[src/rtl/mandelbrot_batch_scheduler.sv]
// mandelbrot_batch_scheduler: issues pixel batches to NUM_LANES point-generator lanes and streams results in raster order
//   CLK/RST                    clock, synchronous active-high reset
//   start_render/abort/x_size/y_size   frame control
//   lane_start/lane_x/lane_y   per-lane start pulse and coordinates
//   lane_done/lane_iter        per-lane completion pulse and iteration count
//   out_valid/out_ready/out_data/out_pixel/out_last   result stream
//   busy/frame_done            frame status
module mandelbrot_batch_scheduler #(
    parameter int NUM_LANES = 16,
    parameter int ITER_W    = 32,
    parameter int COORD_W   = 12,
    parameter int PIX_W     = 24
) (
    input  logic                           CLK,
    input  logic                           RST,
    input  logic                           start_render,
    input  logic                           abort,
    input  logic [COORD_W-1:0]             x_size,
    input  logic [COORD_W-1:0]             y_size,
    output logic [NUM_LANES-1:0]           lane_start,
    output logic [NUM_LANES*COORD_W-1:0]   lane_x,
    output logic [NUM_LANES*COORD_W-1:0]   lane_y,
    input  logic [NUM_LANES-1:0]           lane_done,
    input  logic [NUM_LANES*ITER_W-1:0]    lane_iter,
    output logic                           out_valid,
    input  logic                           out_ready,
    output logic [ITER_W-1:0]              out_data,
    output logic [PIX_W-1:0]               out_pixel,
    output logic                           out_last,
    output logic                           busy,
    output logic                           frame_done
);
    localparam int SW = $clog2(NUM_LANES);
    localparam logic [1:0] IDLE = 2'd0, ISSUE = 2'd1, WAIT = 2'd2;
    localparam logic [COORD_W-1:0] CONE = 1;
    localparam logic [PIX_W-1:0] PONE = 1;

    logic [1:0] st;
    logic [COORD_W-1:0] xs, cx, cy, nx, ny;
    logic [COORD_W-1:0] gx [NUM_LANES];
    logic [COORD_W-1:0] gy [NUM_LANES];
    logic [PIX_W-1:0] total, base, rem, area;
    logic [PIX_W:0] next_base;
    logic [NUM_LANES-1:0] started, cap, mask;
    logic tgt, rd;
    logic [SW-1:0] rs;
    logic [1:0] full;
    logic [PIX_W-1:0] bank_base [2];
    logic [SW-1:0] bank_last [2];
    logic [ITER_W-1:0] mem [2][NUM_LANES];
    logic accept, issue, done_all, xfer;

    assign area      = PIX_W'({{COORD_W{1'b0}}, x_size} * {{COORD_W{1'b0}}, y_size});
    assign accept    = start_render && !abort && st == IDLE && !busy;
    assign issue     = st == ISSUE && !full[tgt];
    assign done_all  = st == WAIT && cap == started;
    assign next_base = {1'b0, base} + (PIX_W+1)'(NUM_LANES);
    assign rem       = total - base;
    assign xfer      = out_valid && out_ready;
    assign out_valid = full[rd];
    assign out_data  = out_valid ? mem[rd][rs] : '0;
    assign out_pixel = out_valid ? bank_base[rd] + PIX_W'(rs) : '0;
    assign out_last  = out_valid && out_pixel == total - PONE;

    // walk the raster from the batch's first pixel with a wrapping x counter
    always_comb begin
        nx = cx;
        ny = cy;
        mask = '0;
        for (int i = 0; i < NUM_LANES; i++) begin
            gx[i] = nx;
            gy[i] = ny;
            mask[i] = ({1'b0, base} + (PIX_W+1)'(i)) < {1'b0, total};
            ny = (nx == xs - CONE) ? ny + CONE : ny;
            nx = (nx == xs - CONE) ? '0 : nx + CONE;
        end
    end

    always_ff @(posedge CLK) begin
        if (RST) begin
            st <= IDLE;
            full <= '0;
            busy <= 1'b0;
            frame_done <= 1'b0;
            lane_start <= '0;
            lane_x <= '0;
            lane_y <= '0;
            started <= '0;
            cap <= '0;
            tgt <= 1'b0;
            rd <= 1'b0;
            rs <= '0;
            xs <= '0;
            total <= '0;
            base <= '0;
            cx <= '0;
            cy <= '0;
            bank_base[0] <= '0;
            bank_base[1] <= '0;
            bank_last[0] <= '0;
            bank_last[1] <= '0;
        end else if (abort) begin
            st <= IDLE;
            full <= '0;
            busy <= 1'b0;
            frame_done <= 1'b0;
            lane_start <= '0;
            started <= '0;
            cap <= '0;
            rd <= 1'b0;
            rs <= '0;
        end else begin
            frame_done <= 1'b0;
            lane_start <= '0;
            if (accept) begin
                // an empty frame completes immediately without leaving IDLE
                frame_done <= area == '0;
                if (area != '0) begin
                    busy <= 1'b1;
                    st <= ISSUE;
                    xs <= x_size;
                    total <= area;
                    base <= '0;
                    cx <= '0;
                    cy <= '0;
                    tgt <= 1'b0;
                    rd <= 1'b0;
                    rs <= '0;
                end
            end
            if (issue) begin
                lane_start <= mask;
                started <= mask;
                cap <= '0;
                cx <= nx;
                cy <= ny;
                st <= WAIT;
                for (int i = 0; i < NUM_LANES; i++) begin
                    lane_x[i*COORD_W +: COORD_W] <= gx[i];
                    lane_y[i*COORD_W +: COORD_W] <= gy[i];
                end
            end
            if (st == WAIT)
                cap <= cap | (lane_done & started);
            if (done_all) begin
                full[tgt] <= 1'b1;
                bank_base[tgt] <= base;
                bank_last[tgt] <= rem >= PIX_W'(NUM_LANES) ? SW'(NUM_LANES - 1) : SW'(rem - PONE);
                base <= next_base[PIX_W-1:0];
                tgt <= ~tgt;
                st <= next_base >= {1'b0, total} ? IDLE : ISSUE;
            end
            if (xfer) begin
                if (rs == bank_last[rd]) begin
                    full[rd] <= 1'b0;
                    rd <= ~rd;
                    rs <= '0;
                    if (out_last) begin
                        busy <= 1'b0;
                        frame_done <= 1'b1;
                    end
                end else begin
                    rs <= rs + SW'(1);
                end
            end
        end
    end

    // duplicate or unsolicited completions are dropped by the started/captured masks
    always_ff @(posedge CLK) begin
        if (!RST && !abort && st == WAIT)
            for (int i = 0; i < NUM_LANES; i++)
                if (lane_done[i] && started[i] && !cap[i])
                    mem[tgt][i] <= lane_iter[i*ITER_W +: ITER_W];
    end
endmodule

[config.mk]
export PLATFORM = sky130hd
export DESIGN_NAME = mandelbrot_batch_scheduler
export DESIGN_NICKNAME = d
export VERILOG_FILES = /design/src/rtl/mandelbrot_batch_scheduler.sv
export SDC_FILE = /design/constraint.sdc
export NUM_CORES = 2
export LEC_CHECK = 0
export BUFFER_PORTS_ARGS = -buffer_cell sky130_fd_sc_hd__buf_2
export CAP_MARGIN = 10
export CELL_PAD_IN_SITES_DETAIL_PLACEMENT = 2
export CELL_PAD_IN_SITES_GLOBAL_PLACEMENT = 2
export CORE_UTILIZATION = 35
export CTS_CLUSTER_SIZE = 8
export DETAILED_ROUTE_END_ITERATION = 16
export GPL_TIMING_DRIVEN = 0
export PLACE_DENSITY = 0.87
export SLEW_MARGIN = 20
export SYNTH_ARGS = -nofsm -noshare
export SYNTH_HDL_FRONTEND = slang
export SYNTH_SLANG_ARGS = --single-unit
[constraint.sdc]
create_clock -name CLK -period 24.2 [get_ports CLK]
set_input_delay 2.42 -clock CLK [delete_from_list [all_inputs] [get_ports CLK]]
set_output_delay 2.42 -clock CLK [all_outputs]
set_load 0.03 [all_outputs]
==> implementation parameters <==
Parameter                              Value

Job
  Max capacitance violation total ... 0

Finish
  Layout net count ... 10230
  Fraction of layout cells with a size suffix above 1 ... 29.71%
  Leading cell type in the layout, fill and taps excluded ... edfxtp_1
  Synth-to-layout area growth ... 28.12%
  Final non-filler cell total ... 12900
  Final Util ... 45.12%
  Most used cells in the layout excluding fill and tap cells ... edfxtp_1, buf_2, nor2_1, nand2_1, dfxtp_1

Place
  Cell count after placement ... 12060
  Port Buffers ... 1014
  DP Wirelength ... 402500 um
  Pre-CTS worst setup slack ... -14110 ps
  Routability-driven placement congestion ratio ... 0.9877

Clock network
  Cell chosen for the clock root ... clkbuf_16
  Buffers from clock root to sink, at most ... 3
  Clk sinks ... 1596
  TritonCTS clock tree ... yes
  Clock transition at path regs ... 70 ps
  Htree depth ... 4
  Hold-fix buffers, CTS ... 0
  Total CTS buffers ... 220
  Worst-Skew Late Latency ... 990 ps

Power
  Worst supply voltage drop on vdd ... 0.06971 mV
  Leakage power ... 39.72 nW
  Areal power density over the cells ... 69.66 nW/um2

Critical path
  Depth of the most critical reg-to-reg path ... 116
  Crit path DAT ... 25280 ps
  RR Startpoint ... xs[0]
  Maximum fanout count along the critical path ... 10
  Type of the setup path with the least slack ... flop to flop
  Delay of the slowest cell on the worst path ... 670 ps
  Critical path capture point type ... flop
  Setup slack, reg-to-reg ... -310 ps
  Most Frequent Cell on Critical Path ... buf_4
  Worst R2R End ... cy[10]
  Startpoint type of the worst setup path ... flop
  Worst path required time ... 24970 ps
  Slowest cell on the critical path ... xnor2_1

Logic synthesis
  Synth warn ... 0
  Post-Synthesis Mean Instance Area ... 11.18 um2
  Proportion of synthesized chip area in sequential cells ... 49.83%
  Share of synthesized flip-flops with an asynchronous set or reset ... 0%
  Yosys reg bits ... 1596
  Number of unique standard cell types used by synthesis ... 132
  Synthesized instance count ... 7665
  Cell area after synthesis ... 85660 um2
  Primary FF master, synth ... edfxtp_1
  Post-synth EDFFs ... 1072

Timing
  Count of final setup violators ... 23
  Slew of the pin with the lowest slew margin ... 1352 ps
  Final slew viol count ... 0
  Skew final ... 123.9 ps
  Hold Vio Cnt, Final ... 0
  Fin crit share ... 101.3%
  Min Tclk post-route ... 24510 ps
  Setup slack of the critical path after layout ... -308.4 ps
  Setup repair after global routing missed its margin ... true
  Highest achievable clock rate ... 0.04080 GHz
  Max transition margin ... 9.847%

Min path
  Hold Path Origin ... lane_x[130]
  Min-Delay Endpoint ... lane_x[130]
  Worst Hold Depth ... 2
  Class of the most critical hold timing path ... flop to flop

Die
  Area of the core region ... 243200 um2
  Floorplan die height ... 496.7 um
  Number of placement rows ... 181
  Num ports ... 1017
  Die X ... 496.7 um
  Overall die area ... 246700 um2
  Effective utilization at floorplan ... 35.22%

Route
  Overall routed net length ... 556200 um
  Router iterations before antenna repair ... 6
  Post-DR wirelength/cell ... 43.11 um
  Antenna Nets Post-Route ... 0
  Vias per std cell ... 6.613
  Total DRC errors in the routed layout ... 0
  Total vias in the final route ... 85300
  Initial DRC Count ... 11830

Global routing
  Met2 GRT Util ... 62.44%
  GRT busiest layer ... met2
  Global-route wire length before repair ... 701600 um
  Pin count of the biggest net entering global routing ... 23
  Antenna violations before repair ... 256
  Met1 track demand over resource ... 48.81%
  Met3 usage ... 14.87%
  Vias in the first global route ... 84480
  All-Layer GR Usage ... 41.23%
  Total grt overflow ... 0

Status
  Outcome ... complete, but fails checks
  Violations in the final reports ... setup timing
## cell type report
class	instances	area, um2
diodes	237	593.1
repair buffers	1520	9353
clock buffers	280	5741
multi-input cells	5316	43400
plain buffers	501	2576
fillers	24920	133500
well taps	3202	4006
flip-flops and latches	1596	42690
clock inverters	19	485.5
inverters	229	908.4
## through the flow
step / instance area (um2) / total power (W) / setup TNS [ps] / hold slack [ps]
6_report: 109700 / 0.007645 / -3371 / 452.5
2_1_floorplan: 85690 / 0.003936 / 0 / 457.7
5_1_grt: 109600 / 0.007808 / -11730 / 477.0
3_3_place_gp: 94770 / 0.004392 / -1372360 / 439.1
4_1_cts: 106500 / 0.007472 / -3.784 / 455.6
3_5_place_dp: 96710 / 0.004488 / -1443650 / 449.3
## synth_stat cells (127+ instances only)
master    number  area, um2
nor2_1       713       2676
edfxtp_1    1072      32190
nor3_1       274       1371
mux2i_1      127       1271
a21oi_1      465       2327
ha_1         191       2390
nand2_1      700       2628
inv_1        224      840.8
nand3_1      214       1071
dfxtp_1      524      10490
xnor2_1      337       2952
clkbuf_1     402       1509
xor2_1       139       1217
o21ai_0      168      840.8
mux4_2       321       7229
## how the worst max path moves through the flow
stage | from | end | slack, ps | cells past startpoint
finish | xs[0] | cy[10] | -310 | 116
global route | xs[0] | cy[11] | -600 | 117
CTS | xs[0] | cy[11] | -4 | 120
detailed placement | xs[0] | cy[11] | -14110 | 113
global placement | xs[0] | cy[11] | -13690 | 113
floorplan | xs[0] | cy[11] | 50 | 113
## flip-flops by register name, indices dropped and copies added (netlist names), 16 cells and up
| signal | cells |
|---|---|
| mem | 1024 |
| lane_x | 192 |
| lane_y | 192 |
| bank_base | 40 |
| total | 24 |
| base | 20 |
| cap | 16 |
| lane_start | 16 |
| started | 16 |
## where the power goes
group,switching (W),total (W),internal [W]
clock network,0.00141,0.00307,0.00166
logic,0.00104,0.00162,0.000574
registers,0.0000301,0.00296,0.00293
## cell families after synthesis
group | Yosys count | share of synthesized area, %
AO/OA/AOI/OAI | 1440 | 11.41
XOR/XNOR | 488 | 5.175
adder cells (fa/ha/maj) | 291 | 5.127
buffers and inverters | 754 | 3.428
flip-flops | 1596 | 49.83
multiplexers | 468 | 10.19
other | 2 | 0.008767
AND/OR/NAND/NOR | 2626 | 14.84
## worst max-delay path: cells and delay by family (launching register included)
kind,cells,cell delay [ps]
XOR/XNOR,7,2020
AND/OR/NAND/NOR,41,8720
flip-flops,1,370
multiplexers,2,320
AO/OA/AOI/OAI,25,6040
buffers and inverters,34,5530
adder cells (fa/ha/maj),7,1310
## routing by layer
metal | part of all wire (%) | vias to the layer above | wire length, um
li1 | - | 32200 | -
met4 | 8.9 | 54 | 49670
met1 | 35 | 43320 | 193300
met3 | 13 | 2422 | 73640
met5 | 0.17 | - | 963
met2 | 43 | 7314 | 238600
## timing repair
item / 4_1_cts / 5_1_grt
cloned: 0 / 3
setup endpoints to repair: 190 / 63
gates resized for setup: 526 / 276
pin swaps: 122 / 148
setup buffers: 161 / 166
(Power assumes the default switching activity.)
